**src/rtl/wb_b3_burst_master.sv**
```systemverilog
// Wishbone B3 registered-feedback burst master: a single client line request becomes one fixed-length
// incrementing (linear or wrapping) burst. Define WB_BURST_TIMEOUT_EN to enable the ack watchdog.
module wb_b3_burst_master #(
  parameter int dw             = 32,
  parameter int aw             = 32,
  parameter int burst_len      = 4,
  parameter int wrap           = 1,
  parameter int timeout_cycles = 255
) (
  input  logic              wb_clk_i,
  input  logic              wb_rst_i,
  input  logic              req_valid_i,
  output logic              req_ready_o,
  input  logic              req_we_i,
  input  logic [aw-1:0]     req_adr_i,
  input  logic [dw-1:0]     wr_dat_i,
  input  logic              wr_valid_i,
  output logic              wr_ready_o,
  output logic [dw-1:0]     rd_dat_o,
  output logic              rd_valid_o,
  output logic              done_o,
  output logic              err_o,
  output logic [aw-1:0]     wbm_adr_o,
  output logic [dw-1:0]     wbm_dat_o,
  output logic [dw/8-1:0]   wbm_sel_o,
  output logic              wbm_we_o,
  output logic [2:0]        wbm_cti_o,
  output logic [1:0]        wbm_bte_o,
  output logic              wbm_cyc_o,
  output logic              wbm_stb_o,
  input  logic              wbm_ack_i,
  input  logic              wbm_err_i,
  input  logic              wbm_rty_i,
  input  logic [dw-1:0]     wbm_dat_i
);

  localparam int              LB        = $clog2(burst_len);
  localparam int              BW        = 5;
  localparam logic [BW-1:0]   LAST_BEAT = BW'(burst_len - 1);
  localparam logic [1:0]      BTE_BURST = (wrap == 0)       ? 2'b00 :
                                          (burst_len == 4)  ? 2'b01 :
                                          (burst_len == 8)  ? 2'b10 : 2'b11;

  typedef enum logic { S_IDLE, S_BURST } state_e;

  state_e          state_q, state_d;
  logic [aw-1:0]   adr_q, adr_d, adr_inc;
  logic            we_q, we_d;
  logic [BW-1:0]   beat_q, beat_d;
  logic            done_q, done_d;
  logic            err_q, err_d;
  logic            in_burst, last_beat, bus_fault, ack_ok, abort, tmo_hit;
  logic            unused_adr_lsb;

  assign unused_adr_lsb = ^req_adr_i[1:0];

  assign in_burst  = (state_q == S_BURST);
  assign last_beat = (beat_q == LAST_BEAT);
  assign bus_fault = wbm_err_i | wbm_rty_i;
  // A coincident err/rty overrides ack: the beat is neither counted nor delivered.
  assign ack_ok    = in_burst & wbm_ack_i & ~bus_fault;
  assign abort     = in_burst & (bus_fault | tmo_hit);

  assign wbm_stb_o = in_burst & (~we_q | wr_valid_i);

`ifdef WB_BURST_TIMEOUT_EN
  localparam int TW = $clog2(timeout_cycles + 1);

  logic [TW-1:0] tmo_q, tmo_d;

  always_comb begin
    tmo_d   = tmo_q;
    tmo_hit = 1'b0;
    if (!in_burst || wbm_ack_i) begin
      tmo_d = '0;
    end else if (wbm_stb_o) begin
      tmo_hit = (tmo_q == TW'(timeout_cycles - 1));
      tmo_d   = tmo_q + TW'(1);
    end
  end

  always_ff @(posedge wb_clk_i) begin
    if (wb_rst_i) tmo_q <= '0;
    else          tmo_q <= tmo_d;
  end
`else
  localparam int unused_timeout_cycles = timeout_cycles;

  assign tmo_hit = 1'b0;
`endif

  // Wrap mode only advances the low word-index bits, so the burst stays inside its aligned block.
  always_comb begin
    adr_inc = adr_q + aw'(4);
    if (wrap != 0) begin
      adr_inc            = adr_q;
      adr_inc[LB+1:2]    = adr_q[LB+1:2] + LB'(1);
    end
  end

  always_comb begin
    state_d = state_q;
    adr_d   = adr_q;
    we_d    = we_q;
    beat_d  = beat_q;
    done_d  = 1'b0;
    err_d   = 1'b0;
    unique case (state_q)
      S_IDLE: begin
        if (req_valid_i) begin
          state_d = S_BURST;
          adr_d   = {req_adr_i[aw-1:2], 2'b00};
          we_d    = req_we_i;
          beat_d  = '0;
        end
      end
      S_BURST: begin
        if (abort) begin
          state_d = S_IDLE;
          done_d  = 1'b1;
          err_d   = 1'b1;
        end else if (ack_ok) begin
          if (last_beat) begin
            state_d = S_IDLE;
            done_d  = 1'b1;
          end else begin
            beat_d = beat_q + BW'(1);
            adr_d  = adr_inc;
          end
        end
      end
    endcase
  end

  always_ff @(posedge wb_clk_i) begin
    if (wb_rst_i) begin
      state_q <= S_IDLE;
      adr_q   <= '0;
      we_q    <= 1'b0;
      beat_q  <= '0;
      done_q  <= 1'b0;
      err_q   <= 1'b0;
    end else begin
      state_q <= state_d;
      adr_q   <= adr_d;
      we_q    <= we_d;
      beat_q  <= beat_d;
      done_q  <= done_d;
      err_q   <= err_d;
    end
  end

  assign req_ready_o = ~in_burst;
  assign wr_ready_o  = ack_ok & we_q;
  assign rd_valid_o  = ack_ok & ~we_q;
  assign rd_dat_o    = wbm_dat_i;
  assign done_o      = done_q;
  assign err_o       = err_q;

  assign wbm_adr_o   = adr_q;
  assign wbm_dat_o   = wr_dat_i;
  assign wbm_sel_o   = '1;
  assign wbm_we_o    = we_q;
  assign wbm_cti_o   = in_burst ? (last_beat ? 3'b111 : 3'b010) : 3'b000;
  assign wbm_bte_o   = in_burst ? BTE_BURST : 2'b00;
  assign wbm_cyc_o   = in_burst;

endmodule

```
**config.mk**
```make
export PLATFORM = sky130hd
export DESIGN_NAME = wb_b3_burst_master
export DESIGN_NICKNAME = d
export VERILOG_FILES = /design/src/rtl/wb_b3_burst_master.sv
export SDC_FILE = /design/constraint.sdc
export NUM_CORES = 1
export LEC_CHECK = 0
export ABC_AREA = 1
export BUFFER_PORTS_ARGS = -buffer_cell sky130_fd_sc_hd__buf_4
export CORE_AREA = 3 3 84 86
export CTS_CLUSTER_SIZE = 28
export DETAILED_ROUTE_END_ITERATION = 16
export DIE_AREA = 0 0 87 89
export PLACE_DENSITY = 0.75
export SLEW_MARGIN = 20
export SYNTH_ARGS = -nofsm -noshare
export SYNTH_HDL_FRONTEND = slang
export SYNTH_SLANG_ARGS = --single-unit
```
**constraint.sdc**
```tcl
create_clock -name wb_clk_i -period 1.6 [get_ports wb_clk_i]
set_input_delay 0.24 -clock wb_clk_i [delete_from_list [all_inputs] [get_ports wb_clk_i]]
set_output_delay 0.24 -clock wb_clk_i [all_outputs]
set_load 0.02 [all_outputs]
```
==> impl_results.md <==
* RR Endpoint: beat_q[4]
* Pwr Total at 2.63 mW
* Design area at around 2400 µm²
* Lkg Pwr at roughly 1.1 nW
* Later-pin clock latency in the skew report at approximately 0.28 ns
* Starting density of the core at 0.335
* Rows at 29
* Hold_buf cts at 0
* Setup Viol. Count Final at 0
* Register share of total power at 0.417
* Int Power at 1.92 mW
* Hold Crit Depth at 2
* Storage cell area at 792 µm²
* Cells after DPL at about 370
* Syn_area_per_cell at roughly 7.4 µm²
* Clk slew on worst S/H paths at roughly 0.080 ns
* Post-synth top area cell: dfxtp_1
* Syn. warnings at 0
* CP peak stage delay at roughly 0.37 ns
* Placed wire-length estimate at ~3600 µm
* DRC Markers at 0
* Pwr Density at between 1000 and 1500 nW/µm²
* Via count at approximately 1,700
* DRT Wirelength at 4660 µm
* RSZ-0062 raised after global routing: true
* First-pass GRT wire length at between 7000 and 8000 µm
* WL per Instance at around 12 µm
* Util after Layout at 0.381
* NumNets Final at a little over 400
* Logic gate share of total power at 0.220
* Worst Hold End: beat_q[2]
* Part of the Yosys area used for sequential elements at 0.367
* Die extent in y at a little under 90 µm
* Final worst path period need at around 1.5 ns
* Startpoint Class: flip-flop
* CP max stage cell: dfxtp_4
* Synth top area cells: dfxtp_1 (37%), buf_4 (27%), nor2_1 (12%)
* Clk sinks at 39
* Commonest cells after routing, fill and taps aside: buf_4 (83), nor2_1 (69), dfxtp_1 (36), o21ai_1 (29), nand2_1 (23)
* Psw at 0.712 mW
* Max Cap Violations at 0
* Layout Skew at a little under 0.006 ns
* GRT Residual Overflow at 0
* Area after DPL at between 2000 and 2500 µm²
* Final std cells w/o fill at roughly 380
* CTS Buffer Depth at 2
* Num ports at between 200 and 250
* Crit path required time at 1.36 ns
* Distinct cells, synth at 22
* Yosys top cell area share at 0.367
* Hold_sp: wb_rst_i
* Crit Reg-Reg Startpoint: beat_q[0]
* Total Routing Usage GR at 0.120
* R2R Setup Slk at approximately 0.19 ns
* CP Capture Type: primary output
* Place WS at about 0.11 ns
* Cell Chain, Critical Path: ha_4, inv_2, nor2_1, nand2_2, nor2_4, buf_4
* Syn-to-layout area delta at 13.8%
* Run status: completed
* Crit path kind: flip-flop to primary output
* Slew Limit Fails at 0
* Share of cells above drive strength 1 at 0.355
* Crit-path max FO at 3
* Worst min path class: input port to flip-flop
* Initial DRC Count at 24
* DIE AREA at roughly 7700 µm²
* Period utilization at 0.959
* Min Hold Slack at 0.186 ns
* CTS tree: done
* Multi-input logic area at 713 µm²
* #FFs+latches synth at 39
* Area of the mapped netlist at between 2000 and 2500 µm²
* Sw Share at 0.271
* Die W at between 80 and 90 µm
* Clock share of power at 0.362
* Mapped Cells at around 290
* Ant. Diodes at 0
* Fmax at roughly 0.65 GHz
* TNS Setup at 0 ns
* Max IR drop VDD at about 0.42 mV
* WP data arrival at ~1.3 ns
* R2r worst-path depth at 10
* CTS H-tree lvls at 2
* Number of buffers created by CTS at 5
* Commonest non-fill, non-tap cell in the layout: buf_4
* Drt first pass iters at 4
* Port Buffers at 79
* Filler cell count at 673
* Final ANT Viol Nets at 0
* Post-route setup slack at roughly 0.066 ns
* Final Hold Fails at 0
* Antenna violations before repair at 0
* Via density at between 4 and 5
* Root Buffer: clkbuf_8
* Core Footprint at between 6000 and 7000 µm²
* Maximum number of pins on one net before global-route repair at 33
* Vias in the first global route at ~1,600
* Routability cong. at slightly above 0.7
[critical path, delay by kind of cell (launching register included)]
kind                     cells  cell delay (ns)
flip-flops                   1             0.37
AND/OR/NAND/NOR              3             0.30
buffers and inverters        2             0.18
adder cells (fa/ha/maj)      1             0.16
[Yosys cell counts]
| master | instances |
|---|---|
| conb_1 | 2 |
| xnor2_1 | 1 |
| buf_6 | 2 |
| buf_4 | 77 |
| nand2_2 | 1 |
| nor2_2 | 1 |
| o21ai_0 | 3 |
| o21ai_1 | 29 |
| inv_1 | 11 |
| nand3_1 | 7 |
| inv_2 | 4 |
| clkbuf_1 | 3 |
| nand4_1 | 1 |
| dfxtp_1 | 39 |
| o22ai_1 | 1 |
| nand2_4 | 3 |
| inv_4 | 1 |
| nor2_4 | 1 |
| ha_1 | 1 |
| a21oi_1 | 5 |
| nor2_1 | 70 |
| nand2_1 | 24 |
[power by group through the flow]
stage / sequential (mW) / clock, mW / combinational, mW
6_report: 1.10 / 0.952 / 0.578
2_1_floorplan: 1.21 / 0 / 0.492
5_1_grt: 1.11 / 1.03 / 0.638
4_1_cts: 1.10 / 0.989 / 0.586
3_5_place_dp: 1.12 / 0 / 0.582
3_3_place_gp: 1.12 / 0 / 0.575
[layout make-up]
class,instances,share of cell area
Clock inverter,2,0.0248
Clock buffer,6,0.0300
Multi-Input combinational cell,155,0.295
Timing Repair Buffer,83,0.257
Inverter,16,0.0259
Tap cell,77,0.0398
Sequential cell,39,0.327
[registers in the layout, summed over array words and instances, names as in the netlist]
| signal | cells |
|---|---|
| beat_q | 5 |
| done_o | 1 |
| err_o | 1 |
| wbm_adr_o | 30 |
| wbm_cyc_o | 1 |
| wbm_we_o | 1 |
[per-layer routing]
layer  routed length [µm]  global-route usage  up-vias
met5                    0                   0        -
met4                  233              0.0807        0
met1                 1770               0.120      718
met3                  465              0.0452       35
met2                 2190               0.208       68
li1                     -                   -      841
[cell families (layout without fill, tap and decap cells)]
| family | count (synthesis) | count (layout) | share of synthesized area |
|---|---|---|---|
| simple gates | 108 | 108 | 0.212 |
| buf+inv | 98 | 107 | 0.317 |
| flops | 39 | 39 | 0.367 |
| compound gates | 38 | 38 | 0.0900 |
| other cells | 2 | 7 | 0.00353 |
| fa+ha+maj | 1 | 1 | 0.00588 |
| xor+xnor | 1 | 1 | 0.00412 |
[worst max path at each step]
stage / from / to / slack, ns / cells after the start
global route: beat_q[0] / wbm_cti_o[0] / -0.02 / 6
finish: beat_q[0] / wbm_cti_o[0] / 0.07 / 6
global placement: beat_q[0] / wbm_cti_o[0] / 0.15 / 6
CTS: beat_q[0] / wbm_cti_o[0] / 0.04 / 6
floorplan: wbm_cyc_o / wbm_cti_o[2] / 0.01 / 3
detailed placement: beat_q[0] / wbm_cti_o[0] / 0.11 / 6
[timing repair]
item                       4_1_cts  5_1_grt
resized for setup                9        2
pin swaps                        1        0
cloned                           0        0
setup endpoints to repair        4        4
buffers inserted                 1        1
hold endpoints to repair         0        0
(Power assumes the default switching activity.)
